<file path="config.mk">
export PLATFORM = sky130hd
export DESIGN_NAME = nibble_add_seq
export DESIGN_NICKNAME = d
export VERILOG_FILES = /design/src/rtl/nibble_add_seq.sv
export SDC_FILE = /design/constraint.sdc
export NUM_CORES = 1
export LEC_CHECK = 0
export ABC_CLOCK_PERIOD_IN_PS = 4400
export BUFFER_PORTS_ARGS = -buffer_cell sky130_fd_sc_hd__buf_4
export CORE_ASPECT_RATIO = 0.8
export CORE_MARGIN = 2
export CORE_UTILIZATION = 45
export DETAILED_ROUTE_END_ITERATION = 7
export HOLD_SLACK_MARGIN = 0.06
export PLACE_DENSITY = 0.68
export SKIP_LAST_GASP = 1
export SYNTH_ARGS = -nofsm -noshare
export SYNTH_HDL_FRONTEND = slang
export SYNTH_SLANG_ARGS = --single-unit
</file>
<file path="constraint.sdc">
create_clock -name clk -period 4.4 [get_ports clk]
set_clock_uncertainty 0.1 [all_clocks]
set_input_delay 0.44 -clock clk [delete_from_list [all_inputs] [get_ports clk]]
set_output_delay 0.44 -clock clk [all_outputs]
set_load 0.01 [all_outputs]
</file>
<file path="src/rtl/nibble_add_seq.sv">
// Multi-cycle WIDTH-bit adder/subtractor built around one shared 4-bit carry-lookahead slice.
// Operands are walked one nibble per clock, LSB first, with the carry registered between nibbles.
module nibble_add_seq #(
    parameter int WIDTH = 32
) (
    input  logic             clk,
    input  logic             reset,
    input  logic             op_start,
    input  logic             op_sub,
    input  logic [WIDTH-1:0] op_a,
    input  logic [WIDTH-1:0] op_b,
    output logic             op_busy,
    output logic             op_done,
    output logic [WIDTH-1:0] result,
    output logic             carry_out,
    output logic             overflow
);
    // state | meaning
    // IDLE  | waiting for op_start; result/flags hold the last completed operation
    // RUN   | one nibble per cycle through the lookahead slice, idx = current nibble
    // DONE  | single-cycle op_done pulse, then back to IDLE

    localparam int N     = WIDTH / 4;
    localparam int IDX_W = (N > 1) ? $clog2(N) : 1;
    localparam logic [IDX_W-1:0] LAST_IDX = IDX_W'(N - 1);

    typedef enum logic [1:0] {
        IDLE = 2'd0,
        RUN  = 2'd1,
        DONE = 2'd2
    } state_t;

    state_t           state, state_next;
    logic [WIDTH-1:0] a_reg, b_reg;
    logic             cy;
    logic [IDX_W-1:0] idx;

    logic [3:0] nib_a, nib_b, g, p, sum;
    logic       c1, c2, c3, co;
    logic       last;

    assign last = (idx == LAST_IDX);

    always_ff @(posedge clk) begin
        if (reset) state <= IDLE;
        else       state <= state_next;
    end

    always_comb begin
        state_next = state;
        case (state)
            IDLE:    if (op_start) state_next = RUN;
            RUN:     if (last)     state_next = DONE;
            DONE:                  state_next = IDLE;
            default:               state_next = IDLE;
        endcase
    end

    assign op_busy = (state == RUN);
    assign op_done = (state == DONE);

    // Carry-lookahead slice: c1..co all derived from g/p and the registered carry-in.
    always_comb begin
        nib_a = a_reg[idx*4 +: 4];
        nib_b = b_reg[idx*4 +: 4];
        g     = nib_a & nib_b;
        p     = nib_a ^ nib_b;
        c1    = g[0] | (p[0] & cy);
        c2    = g[1] | (p[1] & g[0]) | (p[1] & p[0] & cy);
        c3    = g[2] | (p[2] & g[1]) | (p[2] & p[1] & g[0]) | (p[2] & p[1] & p[0] & cy);
        co    = g[3] | (p[3] & g[2]) | (p[3] & p[2] & g[1]) | (p[3] & p[2] & p[1] & g[0])
              | (&p & cy);
        sum   = p ^ {c3, c2, c1, cy};
    end

    always_ff @(posedge clk) begin
        if (reset) begin
            a_reg     <= '0;
            b_reg     <= '0;
            cy        <= 1'b0;
            idx       <= '0;
            result    <= '0;
            carry_out <= 1'b0;
            overflow  <= 1'b0;
        end else begin
            case (state)
                IDLE: begin
                    if (op_start) begin
                        a_reg     <= op_a;
                        b_reg     <= op_sub ? ~op_b : op_b;
                        cy        <= op_sub;
                        idx       <= '0;
                        result    <= '0;
                        carry_out <= 1'b0;
                        overflow  <= 1'b0;
                    end
                end
                RUN: begin
                    result[idx*4 +: 4] <= sum;
                    cy                 <= co;
                    // idx returns to 0 on the last nibble so it never exceeds N-1 for non-power-of-2 N.
                    if (last) begin
                        idx       <= '0;
                        carry_out <= co;
                        overflow  <= c3 ^ co;
                    end else begin
                        idx <= idx + 1'b1;
                    end
                end
                default: ;
            endcase
        end
    end

endmodule

</file>
==> impl_metrics.py, run 1 <==
metrics = {
    "power": {
        "p_seq_share_pct": 46.2,
        "vdd_drop_max_mv": 0.174,
        "powerDensity_nw_per_um2": 375,
        "p_clk_share_pct": 39.2,
        "cellLeakagePower_uw": 0.00238,
        "p_total_uw": 2220,
        "p_comb_share_pct": 14.6,
        "power_switching_uw": 564,
        "switching_share_pct": 25.3,
        "power.internal_uw": 1660,
    },
    "setup_path": {
        "rr_worst_depth": 8,
        "path_class": "flip-flop to flip-flop",
        "worstSetupStartpointType": "flip-flop",
        "r2r-start": "idx[0]$_SDFFE_PP0P_",
        "cp.arrival_ns": 3.89,
        "regToRegSetupSlack_ns": 0.69,
        "r2r_end": "result[10]$_SDFFE_PP0P_",
        "cp_max_fo": 17,
        "crit_required_ns": 4.59,
        "cp-end-kind": "flip-flop",
    },
    "synthesis": {
        "avgSynthCellArea_um2": 9.31,
        "synthCells": 513,
        "synth_edf_count": 0,
        "ys.flop_type": "dfxtp_1",
        "netlist.area_leader.share_pct": 43.6,
        "yosysWarnings": 0,
        "synthArstFlopShare_pct": 0,
        "ys_ff_latch": 104,
        "synth_area_um2": 4780,
        "yosysTopAreaCell": "dfxtp_1",
        "synth.distinct_cells": 50,
        "synthTopCellsByArea": "dfxtp_1 44%, nand2_1 7.8%, mux4_2 7.5%, xnor2_1 6.1%, a211oi_1 5.2%",
        "synth_nets": 594,
        "yosysSeqAreaShare_pct": 43.6,
    },
    "clock_tree": {
        "ctsRootBufferMaster": "clkbuf_16",
        "clk_latency_ns": 0.35,
        "clock_path_buffers": 2,
        "cts_buffers": 9,
        "ctsResizeCount": 0,
        "tritoncts": "done",
        "post_cts_buffers": 0,
        "hold_buffers": 0,
        "cts_sinks": 104,
        "clkTransAtPathRegs_ns": 0.07,
        "htree_levels": 3,
    },
    "floorplan": {
        "ios": 104,
        "core_area_um2": 10300,
        "die_area_um2": 11500,
        "fp-row-count": 33,
        "dieHeight_um": 96.2,
        "initial_core_util_pct": 46.5,
        "die_w_um": 119,
    },
    "run": {
        "maxCapViolations": 0,
    },
    "hold_path": {
        "hold_path_end": "a_reg[27]$_SDFFE_PP0P_",
        "min_from": "op_a[27]",
        "whs_path_depth": 3,
        "min_path_type": "input pin to flip-flop",
    },
    "global_route": {
        "grt_pass1_wl_um": 18700,
        "track_usage_pct": 20.8,
        "grt_max_degree": 90,
        "antenna_found_initial": 0,
        "grt_overflow": 0,
        "first_global_vias": 3853,
    },
    "detailed_routing": {
        "wl_met1_um": 5390,
        "avgViaCountPerCell": 5.32,
        "wl_met2_um": 5290,
        "dr_total_vias": 3919,
        "first_iter_violations": 252,
        "firstDrtPassIters": 5,
        "top_layer": "met4",
        "totalWireLength_um": 11400,
        "routedWlPerCell_um": 15.5,
        "ant_nets": 0,
        "drcViolationCount": 0,
        "wl_met3_um": 575,
    },
    "sta": {
        "fin_crit_ns": 3.71,
        "setup-tns-final_ns": 0,
        "whs_ns": 0.236,
        "clock.fmax_mhz": 270,
        "drv_slew": 0,
        "hold_violations": 0,
        "timing.final.ws_setup_ns": 0.693,
        "setup_violations": 0,
        "relSlewSlack_pct": 29.0,
        "rsz0062_at_grt": "false",
        "fin_crit_sh_pct": 84.2,
        "tightest_slew_ns": 1.06,
    },
    "final_layout": {
        "nNetsFinal": 673,
        "diodes": 0,
        "drive_gt1_share_pct": 24.8,
        "syn_to_final_growth_pct": 24.3,
        "nFillCells": 931,
    },
    "run_status": {
        "status": "completed",
    },
    "placement": {
        "gp_congestion": 0.851,
        "port_buffers": 103,
        "hpwl_um": 8260,
        "dp_slack_ns": 0.642,
    },
}
## final cells by class
| type | instances | area (µm²) | area share (%) |
|---|---|---|---|
| clock inverter | 6 | 91.3 | 1.54 |
| timing repair buffer | 106 | 808 | 13.6 |
| multi-input combinational | 366 | 2520 | 42.5 |
| clock buffer | 10 | 239 | 4.03 |
| sequential | 104 | 2080 | 35.1 |
| inverter | 5 | 18.8 | 0.316 |
| tap | 140 | 175 | 2.95 |
## placed cells by master (no fill, tap or decap), types with 2 or more instances in the layout
cell,netlist,final
nor3_1,5,5
clkbuf_16,0,9
ha_1,12,12
clkinv_4,0,2
mux4_2,16,16
a211oi_1,33,33
bufinv_16,0,2
a311oi_1,7,7
and3_1,2,2
or3_1,3,3
nor2_1,47,47
or2_0,2,2
nor3b_1,2,2
dfxtp_1,104,104
a22o_1,20,20
inv_1,4,4
buf_4,1,105
nand2_1,99,99
nand3_1,6,6
nand2b_1,2,2
xnor2_1,33,33
nand3b_1,4,4
a32o_1,5,5
a21o_1,2,2
a21oi_1,42,42
## power groups by stage
stage / clock, µW / sequential [µW] / combinational (µW)
6_report: 871 / 1030 / 325
5_1_grt: 915 / 1030 / 363
4_1_cts: 884 / 1030 / 328
3_5_place_dp: 0 / 1050 / 326
3_3_place_gp: 0 / 1050 / 319
2_1_floorplan: 0 / 1030 / 232
## synthesized netlist by cell type (all sizes together) (2+ instances only)
| library cell | n |
|---|---|
| a22o | 20 |
| mux4 | 16 |
| nand2b | 2 |
| nand3b | 4 |
| inv | 4 |
| a21o | 2 |
| nor3 | 6 |
| or2 | 4 |
| nor4 | 2 |
| a21oi | 42 |
| a211oi | 33 |
| ha | 12 |
| nor2 | 47 |
| clkbuf | 17 |
| or3 | 3 |
| dfxtp | 104 |
| and3 | 2 |
| a32o | 5 |
| xnor2 | 33 |
| a311oi | 7 |
| nor3b | 4 |
| nand2 | 99 |
| nand3 | 6 |
| buf | 21 |
## worst max-delay path by stage
stage,slack [ns],end,from,depth (start not counted)
2_1_floorplan,1.30,result[31]$_SDFFE_PP0P_,idx[1]$_SDFFE_PP0P_,10
3_3_place_gp,0.77,result[10]$_SDFFE_PP0P_,idx[0]$_SDFFE_PP0P_,8
3_5_place_dp,0.64,result[10]$_SDFFE_PP0P_,idx[0]$_SDFFE_PP0P_,8
4_1_cts,0.63,result[10]$_SDFFE_PP0P_,idx[0]$_SDFFE_PP0P_,8
5_1_grt,0.32,result[10]$_SDFFE_PP0P_,idx[0]$_SDFFE_PP0P_,8
6_report,0.69,result[10]$_SDFFE_PP0P_,idx[0]$_SDFFE_PP0P_,8
## worst max-delay path: stages, from the launching register on
cell     delay (ns)
dfxtp_1        1.03
mux4_2         0.60
nand2_1        0.07
nand2_1        0.09
ha_1           0.38
or2_2          0.31
and3_1         0.21
nor3_1         0.58
a32o_1         0.27
## routing by layer
metal	up-vias	track usage (%)
met4	0	7.34
met5	-	0
met1	1847	27.8
met2	98	33.6
met3	13	4.50
li1	1961	-
## through the flow
| stage | utilization [%] | area (µm²) | std cells |
|---|---|---|---|
| 4_1_cts | 57.7 | 5940 | 737 |
| 3_5_place_dp | 54.5 | 5610 | 721 |
| 6_report | 57.7 | 5940 | 737 |
| 3_3_place_gp | 54.5 | 5610 | 721 |
| 2_1_floorplan | - | 4780 | 513 |
| 5_1_grt | 57.7 | 5940 | 737 |
## cells by family after synthesis
kind of cell	share of synthesized area [%]
xor+xnor	6.05
mux	7.99
simple gates	18.0
buf+inv	3.77
fa+ha+maj	3.56
compound gates	17.1
flops	43.6
Power figures use the tool's default switching activity.
==> run 2, diff against run 1 <==
--- a/config.mk
+++ b/config.mk
@@ -5,14 +5,14 @@
 export SDC_FILE = /design/constraint.sdc
 export NUM_CORES = 1
 export LEC_CHECK = 0
-export ABC_CLOCK_PERIOD_IN_PS = 4400
+export ABC_CLOCK_PERIOD_IN_PS = 3400
 export BUFFER_PORTS_ARGS = -buffer_cell sky130_fd_sc_hd__buf_4
 export CORE_ASPECT_RATIO = 0.8
 export CORE_MARGIN = 2
 export CORE_UTILIZATION = 45
 export DETAILED_ROUTE_END_ITERATION = 7
 export HOLD_SLACK_MARGIN = 0.06
-export PLACE_DENSITY = 0.68
+export PLACE_DENSITY = 0.71
 export SKIP_LAST_GASP = 1
 export SYNTH_ARGS = -nofsm -noshare
 export SYNTH_HDL_FRONTEND = slang
==> constraint.sdc (replaced) <==
create_clock -name clk -period 3.4 [get_ports clk]
set_clock_uncertainty 0.1 [all_clocks]
set_input_delay 0.34 -clock clk [delete_from_list [all_inputs] [get_ports clk]]
set_output_delay 0.34 -clock clk [all_outputs]
set_load 0.01 [all_outputs]
==> impl_metrics.py, run 2 (synthesized netlist as in run 1, its figures left out) <==
metrics = {
    "run_status": {
        "status": "completed",
    },
    "final_layout": {
        "final_common_cell": "buf_4",
        "syn_to_final_growth_pct": 23.8,
        "nFillCells": 903,
        "diodes": 0,
        "final_cell_mix": "111 x buf_4, 104 x dfxtp_1, 99 x nand2_1, 47 x nor2_1, 42 x a21oi_1",
        "nNetsFinal": 679,
        "drive_gt1_share_pct": 25.2,
    },
    "floorplan": {
        "ios": 104,
        "die_w_um": 119,
        "initial_core_util_pct": 46.5,
        "core_area_um2": 10300,
        "dieHeight_um": 96.2,
        "die_area_um2": 11500,
        "fp-row-count": 33,
    },
    "clock_tree": {
        "ctsRootBufferMaster": "clkbuf_16",
        "cts_buffers": 9,
        "clock_path_buffers": 2,
        "ctsResizeCount": 0,
        "cts_sinks": 104,
        "htree_levels": 3,
        "tritoncts": "done",
        "post_cts_buffers": 0,
        "clkTransAtPathRegs_ns": 0.07,
        "clk_latency_ns": 0.35,
        "hold_buffers": 0,
    },
    "power": {
        "vdd_drop_max_mv": 0.257,
        "cellLeakagePower_uw": 0.00238,
        "powerDensity_nw_per_um2": 455,
        "p_total_uw": 2690,
    },
    "detailed_routing": {
        "firstDrtPassIters": 4,
        "totalWireLength_um": 11200,
        "avgViaCountPerCell": 5.40,
        "routedWlPerCell_um": 15.1,
        "first_iter_violations": 275,
        "dr_total_vias": 4005,
        "ant_nets": 0,
        "drcViolationCount": 0,
    },
    "hold_path": {
        "min_path_type": "input pin to flip-flop",
        "whs_path_depth": 3,
        "hold_path_end": "a_reg[13]$_SDFFE_PP0P_",
        "min_from": "op_a[13]",
    },
    "setup_path": {
        "cp.arrival_ns": 3.30,
        "cp_max_fo": 9,
        "regToRegSetupSlack_ns": 0.30,
        "r2r_end": "result[10]$_SDFFE_PP0P_",
        "slowest_stage": "nor3_1",
        "crit_path_max_incr_delay_ns": 0.56,
        "path_class": "flip-flop to flip-flop",
        "path_cells": "buf_4 -> mux4_2 -> nand2_1 -> nand2_1 -> ha_1 -> or2_2 -> and3_1 -> nor3_1 -> a32o_1",
        "cpMostUsedCell": "nand2_1",
        "cp-end-kind": "flip-flop",
        "rr_worst_depth": 9,
        "worstSetupStartpointType": "flip-flop",
        "crit_required_ns": 3.60,
        "r2r-start": "idx[0]$_SDFFE_PP0P_",
    },
    "global_route": {
        "grt_pass1_wl_um": 18300,
        "first_global_vias": 3684,
        "track_usage_pct": 20.3,
        "grt_overflow": 0,
        "antenna_found_initial": 0,
        "grt_max_degree": 97,
    },
    "sta": {
        "relSlewSlack_pct": 40.9,
        "clock.fmax_mhz": 323,
        "fin_crit_ns": 3.10,
        "hold_violations": 0,
        "drv_slew": 0,
        "rsz0062_at_grt": "false",
        "tightest_slew_ns": 0.887,
        "setup_violations": 0,
        "fin_crit_sh_pct": 91.1,
        "setup-tns-final_ns": 0,
    },
    "placement": {
        "port_buffers": 103,
        "gp_congestion": 0.857,
        "hpwl_um": 8170,
    },
    "run": {
        "maxCapViolations": 0,
    },
}
## run 2: changes by cell type in the layout (fill, tap and decap cells not counted)
cell        delta
buf_4          +6
bufinv_16      -2
clkbuf_1       +1
clkbuf_8       -1
clkinv_2       +1
clkinvlp_4     +1
inv_6          -1
## run 2: per-stage QoR
stage	setup WS (ns)	hold slack [ns]	std cells	instance area, µm²	util [%]
2_1_floorplan	0.302	0.333	513	4780	-
3_3_place_gp	0.386	0.343	727	5650	55.0
3_5_place_dp	0.285	0.348	727	5650	55.0
4_1_cts	0.275	0.129	742	5910	57.5
5_1_grt	0.00869	0.128	742	5910	57.5
6_report	0.301	0.139	742	5910	57.5
## run 2: final cells by class
class,count,area (µm²),area share (%)
well taps,140,175,2.96
multi-input cells,366,2520,42.6
flip-flops and latches,104,2080,35.2
clock buffers,10,229,3.87
clock inverters,5,35.0,0.592
inverters,5,18.8,0.317
repair buffers,112,853,14.4
## run 2: report_power, final
group / leakage, µW / switching, µW / internal, µW
combinational: 0.00140 / 234 / 203
clock: 0.000128 / 443 / 492
sequential: 0.000851 / 36.8 / 1280
## run 2: routing by layer
layer,vias up,track usage (%),share of wire [%]
met5,-,0,0
met4,0,6.55,1.8
met1,1891,27.4,47
li1,1979,-,-
met3,15,5.92,6.2
met2,120,31.7,45
## run 2: how the worst max path moves through the flow
stage	startpoint	endpoint	cells past startpoint
finish	idx[0]$_SDFFE_PP0P_	result[10]$_SDFFE_PP0P_	9
global route	idx[0]$_SDFFE_PP0P_	result[10]$_SDFFE_PP0P_	9
CTS	idx[0]$_SDFFE_PP0P_	result[10]$_SDFFE_PP0P_	9
detailed placement	idx[0]$_SDFFE_PP0P_	result[10]$_SDFFE_PP0P_	9
global placement	idx[0]$_SDFFE_PP0P_	result[10]$_SDFFE_PP0P_	9
floorplan	idx[1]$_SDFFE_PP0P_	result[31]$_SDFFE_PP0P_	10
## run 2: critical path: cells and delay by family, from the launching register on
family | cells | cell delay, ns
buf+inv | 1 | 0.21
flops | 1 | 0.34
fa+ha+maj | 1 | 0.37
simple gates | 5 | 1.26
compound gates | 1 | 0.26
mux | 1 | 0.51
